<file path="src/rtl/dkongjr_snd_feeder.sv">
// dkongjr_snd_feeder: sound-CPU DAC writes -> FIFO -> sample-tick release.
// Optional DKJR_SND_RAMP_EN: underrun mute ramps one LSB per tick to 0x80.
module dkongjr_snd_feeder #(
  parameter int SAMPLE_CNT = 1114,
  parameter int FIFO_AW    = 3,
  parameter int HOLD_TICKS = 64
) (
  input  logic       I_CLK,
  input  logic       I_RESET_n,
  input  logic       I_SMP_WR,
  input  logic [7:0] I_SMP_DAT,
  input  logic       I_CTL_WR,
  input  logic       I_CTL_DAT,
  input  logic       I_OVF_CLR,
  output logic [7:0] O_SND_DAT,
  output logic       O_DECAY_EN,
  output logic       O_FULL,
  output logic       O_EMPTY,
  output logic       O_OVF
);

  localparam int DEPTH = 2 ** FIFO_AW;
  localparam int CW    = FIFO_AW + 1;
  localparam int TCW   = $clog2(SAMPLE_CNT);
  localparam int HCW   = $clog2(HOLD_TICKS + 1);
  localparam logic [7:0] MID = 8'h80;

  typedef enum logic [1:0] {
    IDLE,
    RUN,
    HOLD,
    MUTE
  } state_t;

  state_t state, state_nxt;

  logic [TCW-1:0]     tcnt;
  logic               tick;
  logic [7:0]         mem [DEPTH];
  logic [FIFO_AW-1:0] wr_ptr, rd_ptr;
  logic [CW-1:0]      cnt, cnt_nxt;
  logic               full_i, have, pop, push;
  logic               ovf_set;
  logic [7:0]         snd_nxt;
  logic [HCW-1:0]     hold, hold_nxt;
  logic               ctl_req, req_nxt;

  assign tick    = (tcnt == TCW'(SAMPLE_CNT - 1));
  assign full_i  = (cnt == CW'(DEPTH));
  assign have    = (cnt != '0);
  assign pop     = tick & have;
  assign push    = I_SMP_WR & (~full_i | pop);
  assign ovf_set = I_SMP_WR & full_i & ~pop;
  assign req_nxt = I_CTL_WR ? I_CTL_DAT : ctl_req;

  // Free-running sample tick divider.
  always_ff @(posedge I_CLK or negedge I_RESET_n) begin
    if (!I_RESET_n) begin
      tcnt <= '0;
    end else if (tick) begin
      tcnt <= '0;
    end else begin
      tcnt <= tcnt + 1'b1;
    end
  end

  // FIFO storage; contents are don't-care once pointers reset.
  always_ff @(posedge I_CLK) begin
    if (push) begin
      mem[wr_ptr] <= I_SMP_DAT;
    end
  end

  // Occupancy after this cycle's push/pop.
  always_comb begin
    cnt_nxt = cnt;
    case ({push, pop})
      2'b10:   cnt_nxt = cnt + 1'b1;
      2'b01:   cnt_nxt = cnt - 1'b1;
      default: cnt_nxt = cnt;
    endcase
  end

  // FIFO pointers, occupancy, flags and sticky overflow.
  always_ff @(posedge I_CLK or negedge I_RESET_n) begin
    if (!I_RESET_n) begin
      wr_ptr  <= '0;
      rd_ptr  <= '0;
      cnt     <= '0;
      O_FULL  <= 1'b0;
      O_EMPTY <= 1'b1;
      O_OVF   <= 1'b0;
    end else begin
      if (push) begin
        wr_ptr <= wr_ptr + 1'b1;
      end
      if (pop) begin
        rd_ptr <= rd_ptr + 1'b1;
      end
      cnt     <= cnt_nxt;
      O_FULL  <= (cnt_nxt == CW'(DEPTH));
      O_EMPTY <= (cnt_nxt == '0);
      O_OVF   <= ovf_set | (O_OVF & ~I_OVF_CLR);
    end
  end

  // Playback FSM: next state, next sample, hold count.
  always_comb begin
    state_nxt = state;
    snd_nxt   = O_SND_DAT;
    hold_nxt  = hold;
    if (tick) begin
      if (have) begin
        state_nxt = RUN;
        snd_nxt   = mem[rd_ptr];
        hold_nxt  = '0;
      end else begin
        unique case (state)
          IDLE: begin
            snd_nxt = MID;
          end
          RUN: begin
            state_nxt = HOLD;
            hold_nxt  = HCW'(1);
          end
          HOLD: begin
            hold_nxt = hold + 1'b1;
            if (hold_nxt == HCW'(HOLD_TICKS)) begin
              state_nxt = MUTE;
            end
          end
          MUTE: begin
`ifdef DKJR_SND_RAMP_EN
            if (O_SND_DAT > MID) begin
              snd_nxt = O_SND_DAT - 8'd1;
            end else if (O_SND_DAT < MID) begin
              snd_nxt = O_SND_DAT + 8'd1;
            end
            if (snd_nxt == MID) begin
              state_nxt = IDLE;
            end
`else
            snd_nxt   = MID;
            state_nxt = IDLE;
`endif
          end
        endcase
      end
    end
  end

  // FSM registers, sample output and decay enable.
  always_ff @(posedge I_CLK or negedge I_RESET_n) begin
    if (!I_RESET_n) begin
      state      <= IDLE;
      hold       <= '0;
      O_SND_DAT  <= MID;
      ctl_req    <= 1'b0;
      O_DECAY_EN <= 1'b0;
    end else begin
      state      <= state_nxt;
      hold       <= hold_nxt;
      O_SND_DAT  <= snd_nxt;
      ctl_req    <= req_nxt;
      O_DECAY_EN <= req_nxt & (state_nxt != IDLE);
    end
  end

endmodule
</file>
<file path="config.mk">
export PLATFORM = sky130hd
export DESIGN_NAME = dkongjr_snd_feeder
export DESIGN_NICKNAME = d
export VERILOG_FILES = /design/src/rtl/dkongjr_snd_feeder.sv
export SDC_FILE = /design/constraint.sdc
export NUM_CORES = 1
export LEC_CHECK = 0
export ABC_CLOCK_PERIOD_IN_PS = 6800
export BUFFER_PORTS_ARGS = -buffer_cell sky130_fd_sc_hd__buf_2
export CAP_MARGIN = 20
export CORE_MARGIN = 8
export CORE_UTILIZATION = 55
export CTS_CLUSTER_DIAMETER = 60
export DETAILED_ROUTE_END_ITERATION = 8
export PLACE_DENSITY = 0.73
export SLEW_MARGIN = 20
export SYNTH_ARGS = -nofsm -noshare
export SYNTH_HDL_FRONTEND = slang
export SYNTH_SLANG_ARGS = --single-unit
</file>
<file path="constraint.sdc">
create_clock -name I_CLK -period 6.8 [get_ports I_CLK]
set_clock_uncertainty 0.1 [all_clocks]
set_input_delay 2.04 -clock I_CLK [delete_from_list [all_inputs] [get_ports I_CLK]]
set_output_delay 2.04 -clock I_CLK [all_outputs]
set_load 0.05 [all_outputs]
</file>
After elaboration in Yosys (flattened, before gate mapping). Memories as Yosys holds them, arrays and structs flattened. Index checks and enable logic that the tools add are counted.

Memories: 1. Input bits: 14. Register bits: 43. RAM bits: 64. Logic and storage cells: 61.

Memories: mem (depth 8, width 8, rd ports 1, clocked after memory_dff 0, write ports 1, line 39) `logic [7:0] mem [DEPTH];`.

Muxes and demuxes: 13. Reductions and logical operators: 9. Bitwise operators: 11. Equality and inequality tests: 9. $add $sub $neg: 6.

Operators by type and width (count): two-way mux 8 bit (2); one-hot mux 7 bit (2 select lines) (1); adder 11 x 1 -> 11 bit, second input constant (1); equality test 11 bit, second input constant (1); two-way mux 11 bit (1); equality test 4 bit, second input constant (2); one-hot mux 4 bit (2 select lines) (1); adder 7 x 1 -> 7 bit, second input constant (1); equality test 7 bit, second input constant (1); two-way mux 7 bit (1); adder 3 x 1 -> 3 bit, second input constant (2); AND 1 bit (6); equality test 2 bit, second input constant (3); two-way mux 2 bit (3); one-hot mux 2 bit (3 select lines) (1); adder 4 x 1 -> 4 bit, second input constant (1); equality test 2 x 1 -> 1 bit, second input constant (2); logical NOT 4 bit (1); AND reduction 2 bit (2); nonzero test 2 bit (2); nonzero test 4 bit (1); subtractor 4 x 1 -> 4 bit, second input constant (1); two-way mux 1 bit (3); inverter 1 bit (3); 4 further kinds (5).

Longest topological paths before layout. Gate-level depths: netlist of the first run.

Depth in word-level cells: 8. Gate-level depth with buffers: 12.

Worst setup path before layout of the first run. Ideal clock, no wire load.

Path kind: input to register. Start: in I_SMP_WR. End: mem mem[2][0], enable pin. Stages on the path: 3. Data required time: 6.302 ns. Slack: 3.007 ns. Data arrival time: 3.295 ns. Library setup time: 0.398 ns. Buffers on the path: 1. Cell sequence: buf_2 -> o21ai_2 -> nor4b_1.

Word-level cells in the longest chain between the ends: 3.

RTL lines: start, declared (line 10) `input logic I_SMP_WR,`; AND 1 bit (line 52) `assign push = I_SMP_WR & (~full_i | pop);`; two-way mux 1 bit (line 69) `if (push) begin`; two-way mux 1 bit (implied by the code) (line 70) `mem[wr_ptr] <= I_SMP_DAT;`; end, declared (line 39).

Every way passes these cells.

Final worst setup path of the first run.
Start: in I_SMP_WR. End: reg O_FULL.

Word-level cells in the longest chain between the ends: 4.

RTL lines: AND 1 bit * (line 52); equality test 2 x 1 -> 1 bit / equality test 2 bit (equally long branches) (line 77) `case ({push, pop})`; one-hot mux 4 bit (2 select lines) * (line 77); net cnt_nxt[2] (line 41) `logic [CW-1:0] cnt, cnt_nxt;`; equality test 4 bit * (line 101) `O_FULL <= (cnt_nxt == CW'(DEPTH));`; end signal, assigned (line 101); end, declared (line 17) `output logic O_FULL,`.

Mark *: on every way through the listed nets, which the timed path passes. The rest lies on a longest branch. A chain may end at the register's enable or synchronous reset.

==> impl_metrics.ini, run 1 <==
[run_status]
run_status = completed

[logic_synthesis]
post_synth_most_frequent_cells = sky130_fd_sc_hd__edfxtp_1, sky130_fd_sc_hd__dfrtp_1, sky130_fd_sc_hd__nand2_1, sky130_fd_sc_hd__nor2_1, sky130_fd_sc_hd__o21ai_0
synth.avg_cell_area_um2 = 14.2
synth_largest_area_cell = sky130_fd_sc_hd__edfxtp_1
asyncSetResetFlopFracSynth_pct = 40.2
yosys_register_bits = 107
synth_top_area_share_pct = 40.9
ys_dominant_reg_cell = sky130_fd_sc_hd__edfxtp_1
synthesis.area_um2 = 4700
synth_nets = 354
synthesis.instances = 331
ys_top_cells_by_area = sky130_fd_sc_hd__edfxtp_1, sky130_fd_sc_hd__dfrtp_1, sky130_fd_sc_hd__mux4_2
ys.warnings.count = 0
ys_seq_area_share_pct = 63.8
synth_enable_flop_cells = 64
yosys.cell_types.count = 53
synth_most_common_cell = sky130_fd_sc_hd__edfxtp_1

[routing]
routed_wl_um = 8400
detailedRoute.firstPassIterationCount = 4
drc_errors = 0
viasPerCell = 5.81
vias = 2683
first_iter_violations = 103
postRouteAntennaNets = 0
wl_per_cell_um = 18.2

[die]
chipWidth_um = 108
die_area_um2 = 11800
start_util_pct = 56.9
coreArea_um2 = 8260
die_height_um = 108
ios = 26
rows = 33

[clocking]
cts.root.buffer_cell = sky130_fd_sc_hd__clkbuf_8
insertion_delay_ns = 0.37
path_clk_slew_ns = 0.11
cts_hold_repair.buffers = 0
cts_resized = 0
cts_inserted_buffers = 9
post-cts-setup-buffer-count = 0
tritoncts = done
tritoncts_num_sinks = 107
cts_max_level = 3
ctsLongestPathBuffers = 2

[placement]
place.port_buffers = 25
gp_routability_congestion = 0.760
dp_hpwl_um = 5760

[sta]
final_period_minus_worst_setup_slack_ns = 3.62
rsz0062_at_grt = no
slew_violations = 0
final_setup_violations = 0
hold_violations = 0
max_slew_margin_vs_limit_pct = 37.1
worst-slew-pin-transition_ns = 0.943
worst_hold_slack_ns = 0.389
tns_ns = 0
maxClockFrequency_mhz = 276
min_period_over_period_pct = 53.2

[global_route]
grt_remaining_overflow = 0
grt_pass1_wl_um = 14000
first_global_vias = 2808
grt_usage_pct = 15.5
grt_start_max_net_pins = 44
grt_antenna_before_repair = 0

[setup_path]
end_kind = flip-flop
cp-startpoint = I_SMP_WR
worst_setup_path_endpoint = O_FULL
r2r-end = mem[2][6]
critPathArrivalTime_ns = 3.79
reg2reg_setup_slack_ns = 3.40
rr_startpoint = tcnt[1]
ff2ff_path_depth = 6
setup.worst_path.class = in -> reg
crit_fanout = 15
crit_required_ns = 6.97
crit_path_start_kind = input port

[hold_path]
holdCritPathClass = reg -> reg
worst_hold_startpoint = O_SND_DAT[5]

[final_layout]
insertedDiodeCount = 0
num-nets-final = 375
drive_above_1_share_pct = 21.8
area_delta_synth_final_pct = 8.68

[power_and_ir_drop]
max-vdd-ir-drop_mv = 0.196
static-leakage-power_nw = 1.88
power.total_mw = 1.45
power_density_nw_per_um2 = 284

[job]
cap_violations = 0
[flip-flops by register name (all words and copies together) (netlist names)]
register and count:
O_SND_DAT 8, state 2, O_FULL 1, O_DECAY_EN 1, ctl_req 1, O_OVF 1
wr_ptr 3, tcnt 11, rd_ptr 3, O_EMPTY 1, hold 7, mem 64
cnt 4
[layer usage]
layer | GRT usage (%) | vias up | routed length [µm] | share of wire [%]
li1 | - | 1280 | - | -
met1 | 19.3 | 1346 | 3630 | 43
met2 | 26.2 | 47 | 4300 | 51
met3 | 3.39 | 10 | 332 | 4.0
met4 | 5.18 | 0 | 136 | 1.6
met5 | 0 | - | 0 | 0
[metrics by stage]
| stage | cells | instance area [µm²] | worst slack [ns] | utilization (%) |
|---|---|---|---|---|
| final | 462 | 5110 | 3.18 | 61.8 |
| after global routing | 462 | 5110 | 3.05 | 61.8 |
| after CTS | 462 | 5080 | 3.11 | 61.5 |
| after detailed placement | 446 | 4880 | 2.70 | 59.1 |
| after global placement | 446 | 4880 | 2.77 | 59.1 |
| after floorplan | 331 | 4700 | 3.01 | - |
[cell type report]
type / instances / area (µm²)
timing repair buffer: 26 / 133
clock inverter: 7 / 72.6
inverter: 5 / 18.8
clock buffer: 9 / 124
tap: 105 / 131
sequential: 107 / 3000
fill: 636 / 3150
multi-input combinational: 203 / 1630
[kinds of logic (layout without fill, tap and decap cells)]
kind of cell	Yosys count	in the layout	synth area share, %
flops	107	107	63.8
simple gates	100	100	11.3
mux	28	28	10.3
xor+xnor	19	19	3.54
buf+inv	21	47	2.24
compound gates	47	47	6.47
fa+ha+maj	9	9	2.40
[power breakdown]
| part | internal [mW] | switching, mW |
|---|---|---|
| Sequential | 0.778 | 0.0669 |
| Clock | 0.147 | 0.234 |
| Combinational | 0.0856 | 0.140 |
| Total | 1.01 | 0.441 |
[worst min-delay path by stage]
| stage | endpoint | slack [ns] | depth (start not counted) |
|---|---|---|---|
| 6_report | O_SND_DAT[5] | 0.39 | 2 |
| 5_1_grt | O_SND_DAT[2] | 0.41 | 2 |
| 3_3_place_gp | O_SND_DAT[5] | 0.36 | 2 |
| 4_1_cts | O_SND_DAT[5] | 0.39 | 2 |
| 3_5_place_dp | O_SND_DAT[5] | 0.37 | 2 |
| 2_1_floorplan | tcnt[8] | 0.35 | 1 |
[critical path, cell delays in order]
cell and delay, ns:
sky130_fd_sc_hd__buf_2 0.24, sky130_fd_sc_hd__nor2_1 0.11, sky130_fd_sc_hd__xor2_1 0.15, sky130_fd_sc_hd__ha_1 0.21
sky130_fd_sc_hd__or3_1 0.31, sky130_fd_sc_hd__mux2i_1 0.13, sky130_fd_sc_hd__mux2i_1 0.10, sky130_fd_sc_hd__xnor2_1 0.27
sky130_fd_sc_hd__and3b_1 0.21
[cells in the final DEF (no fill, tap or decap), types with 2 or more instances in the layout]
cell type and n:
sky130_fd_sc_hd__and4bb_2 2, sky130_fd_sc_hd__xnor2_1 12, sky130_fd_sc_hd__nand3b_1 2, sky130_fd_sc_hd__nand3_1 10
sky130_fd_sc_hd__nand2_1 35, sky130_fd_sc_hd__dfstp_2 2, sky130_fd_sc_hd__ha_1 9, sky130_fd_sc_hd__a32oi_1 2
sky130_fd_sc_hd__or2_2 2, sky130_fd_sc_hd__nand4_1 4, sky130_fd_sc_hd__clkbuf_8 9, sky130_fd_sc_hd__nor3_1 3
sky130_fd_sc_hd__dfrtp_1 40, sky130_fd_sc_hd__nor2b_1 2, sky130_fd_sc_hd__o21ai_0 18, sky130_fd_sc_hd__xor2_1 7
sky130_fd_sc_hd__nor3b_2 2, sky130_fd_sc_hd__inv_1 5, sky130_fd_sc_hd__edfxtp_1 64, sky130_fd_sc_hd__buf_2 25
sky130_fd_sc_hd__nor3_2 3, sky130_fd_sc_hd__nand2b_1 2, sky130_fd_sc_hd__and3_1 4, sky130_fd_sc_hd__a21o_1 4
sky130_fd_sc_hd__mux4_2 16, sky130_fd_sc_hd__a21oi_1 7, sky130_fd_sc_hd__nor2_1 18, sky130_fd_sc_hd__o31ai_1 2
sky130_fd_sc_hd__mux2i_1 11, sky130_fd_sc_hd__inv_8 3, sky130_fd_sc_hd__or3_1 3, sky130_fd_sc_hd__a22o_1 3
Power figures use the tool's default switching activity.
==> run 2: changes to the inputs <==
--- a/config.mk
+++ b/config.mk
@@ -5,7 +5,8 @@
 export SDC_FILE = /design/constraint.sdc
 export NUM_CORES = 1
 export LEC_CHECK = 0
-export ABC_CLOCK_PERIOD_IN_PS = 6800
+export ABC_AREA = 1
+export ABC_CLOCK_PERIOD_IN_PS = 3500
 export BUFFER_PORTS_ARGS = -buffer_cell sky130_fd_sc_hd__buf_2
 export CAP_MARGIN = 20
 export CORE_MARGIN = 8
==> constraint.sdc (replaced) <==
create_clock -name I_CLK -period 3.5 [get_ports I_CLK]
set_clock_uncertainty 0.1 [all_clocks]
set_input_delay 1.05 -clock I_CLK [delete_from_list [all_inputs] [get_ports I_CLK]]
set_output_delay 1.05 -clock I_CLK [all_outputs]
set_load 0.05 [all_outputs]
==> impl_metrics.ini, run 2 <==
[sta]
final.setup.worst_slack_ns = 0.787
min_period_over_period_pct = 77.5
max_slew_margin_vs_limit_pct = 40.7
rsz0062_at_grt = no
tns_ns = 0
slew_violations = 0
hold_violations = 0
final_period_minus_worst_setup_slack_ns = 2.71
maxClockFrequency_mhz = 369
worst-slew-pin-transition_ns = 0.888
final_setup_violations = 0

[logic_synthesis]
synth_enable_flop_cells = 64
asyncSetResetFlopFracSynth_pct = 40.2
synthesis.instances = 421
ys_seq_area_share_pct = 63.9
synth.avg_cell_area_um2 = 11.2
post_synth_most_frequent_cells = sky130_fd_sc_hd__edfxtp_1, sky130_fd_sc_hd__nor2_1, sky130_fd_sc_hd__nand2_1, sky130_fd_sc_hd__dfrtp_1, sky130_fd_sc_hd__inv_1
yosys_register_bits = 107
synth_largest_area_cell = sky130_fd_sc_hd__edfxtp_1
synthesis.area_um2 = 4700
synth_most_common_cell = sky130_fd_sc_hd__edfxtp_1
synth_top_area_share_pct = 40.9
ys_top_cells_by_area = sky130_fd_sc_hd__edfxtp_1, sky130_fd_sc_hd__dfrtp_1, sky130_fd_sc_hd__nor2_1
ys.warnings.count = 0
yosys.cell_types.count = 41
ys_dominant_reg_cell = sky130_fd_sc_hd__edfxtp_1
synth_nets = 444

[clocking]
post-cts-setup-buffer-count = 0
tritoncts = done
cts_resized = 0
cts.root.buffer_cell = sky130_fd_sc_hd__clkbuf_8
cts_inserted_buffers = 9
cts_hold_repair.buffers = 0
path_clk_slew_ns = 0.11
ctsLongestPathBuffers = 2
cts_max_level = 3
tritoncts_num_sinks = 107
insertion_delay_ns = 0.37

[global_route]
grt_pass1_wl_um = 15300
grt_start_max_net_pins = 44
grt_usage_pct = 16.7
first_global_vias = 3037
grt_antenna_before_repair = 0
grt_remaining_overflow = 0

[setup_path]
crit_required_ns = 3.40
crit_fanout = 8
end_kind = flip-flop
setup.worst_path.class = reg -> reg
critPathArrivalTime_ns = 2.62
crit_path_start_kind = flip-flop

[routing]
routed_wl_um = 9240
drc_errors = 0
viasPerCell = 5.60
vias = 3137
detailedRoute.firstPassIterationCount = 5
postRouteAntennaNets = 0
wl_per_cell_um = 16.5
first_iter_violations = 176

[hold_path]
holdCritPathClass = reg -> reg

[job]
cap_violations = 0

[final_layout]
largestRegisters = mem x64, tcnt x11, O_SND_DAT x8
final_common_cell = sky130_fd_sc_hd__edfxtp_1
number_of_flip_flops_under_the_largest_register_name = 64
insertedDiodeCount = 0
fillers = 676
largest_register = mem
layout.cells.most_common_list = sky130_fd_sc_hd__edfxtp_1, sky130_fd_sc_hd__nor2_1, sky130_fd_sc_hd__nand2_1
num-nets-final = 473
drive_above_1_share_pct = 17.1
area_delta_synth_final_pct = 9.11

[die]
die_height_um = 108
rows = 33
die_area_um2 = 11800
chipWidth_um = 108
start_util_pct = 56.9
ios = 26
coreArea_um2 = 8260

[placement]
gp_routability_congestion = 0.835
dp_slack_ns = 0.811
dp_hpwl_um = 6150
place.port_buffers = 25

[power_and_ir_drop]
power_density_nw_per_um2 = 525
max-vdd-ir-drop_mv = 0.297
static-leakage-power_nw = 2.11
power.total_mw = 2.69

[run_status]
run_status = completed
## run 2: cell types whose count changed after synthesis, sizes merged, moves of 7 or more
cell,change
xnor2,-12
o21ai,+19
buf,-11
inv,+40
a21oi,+7
nand2,+26
mux4,-16
nor2,+46
o221ai,+14
clkbuf,+7
mux2i,-11
a32o,+7
## run 2: cells by family after synthesis
logic type | Yosys count | synth area share (%)
mux | 1 | 0.240
compound gates | 81 | 11.4
flops | 107 | 63.9
buf+inv | 59 | 4.90
simple gates | 153 | 15.0
xor+xnor | 11 | 2.21
fa+ha+maj | 9 | 2.40
## run 2: layout make-up
class	count	area [µm²]	area share, %
Clock buffer	10	128	2.49
Clock inverter	6	57.6	1.12
Inverter	47	176	3.44
Multi-Input combinational cell	255	1470	28.6
Sequential cell	107	3000	58.5
Tap cell	105	131	2.56
Timing Repair Buffer	30	165	3.22
## run 2: metal layers
metal / up-vias / GRT usage [%] / part of all wire, %
li1: 1521 / - / -
met1: 1503 / 22.8 / 45
met2: 97 / 25.7 / 47
met3: 16 / 3.63 / 5.9
met4: 0 / 5.96 / 1.7
met5: - / 0 / 0
## run 2: critical path: stages (launching register included)
cell and delay (ns):
sky130_fd_sc_hd__dfrtp_1 0.42, sky130_fd_sc_hd__inv_1 0.06, sky130_fd_sc_hd__ha_1 0.16, sky130_fd_sc_hd__nand2_1 0.06, sky130_fd_sc_hd__inv_1 0.06, sky130_fd_sc_hd__nand2_2 0.07, sky130_fd_sc_hd__nor2_2 0.16, sky130_fd_sc_hd__nand2_2 0.11
sky130_fd_sc_hd__nand2_2 0.10, sky130_fd_sc_hd__nand2_4 0.06, sky130_fd_sc_hd__or2_2 0.32, sky130_fd_sc_hd__nor2_1 0.66
## run 2: worst paths after layout
check,startpoint,to,slack (ns),cells after the start
worst max-delay path,tcnt[1],mem[4][6],0.79,11
worst min register to register,O_SND_DAT[4],O_SND_DAT[4],0.40,1
min in group asynchronous,I_RESET_n,hold[4],0.55,1
worst max register to register,tcnt[1],mem[4][6],0.79,11
worst min-delay path,O_SND_DAT[4],O_SND_DAT[4],0.40,1
max in group asynchronous,I_RESET_n,O_SND_DAT[7],2.34,1
## run 2: per-stage QoR
step | hold WS [ns] | area [µm²] | utilization, % | instances
after global routing | 0.427 | 5120 | 62.1 | 560
after CTS | 0.403 | 5120 | 62.0 | 560
after floorplan | 0.356 | 4700 | - | 421
after global placement | 0.376 | 4940 | 59.8 | 544
after detailed placement | 0.379 | 4940 | 59.8 | 544
final | 0.397 | 5120 | 62.1 | 560
## run 2: power by group
part	switching, mW	leakage, nW	total [mW]	internal (mW)
Sequential	0.0630	1.14	1.56	1.49
Clock	0.440	0.0953	0.717	0.277
Combinational	0.293	0.869	0.417	0.123
Total	0.796	2.11	2.69	1.89
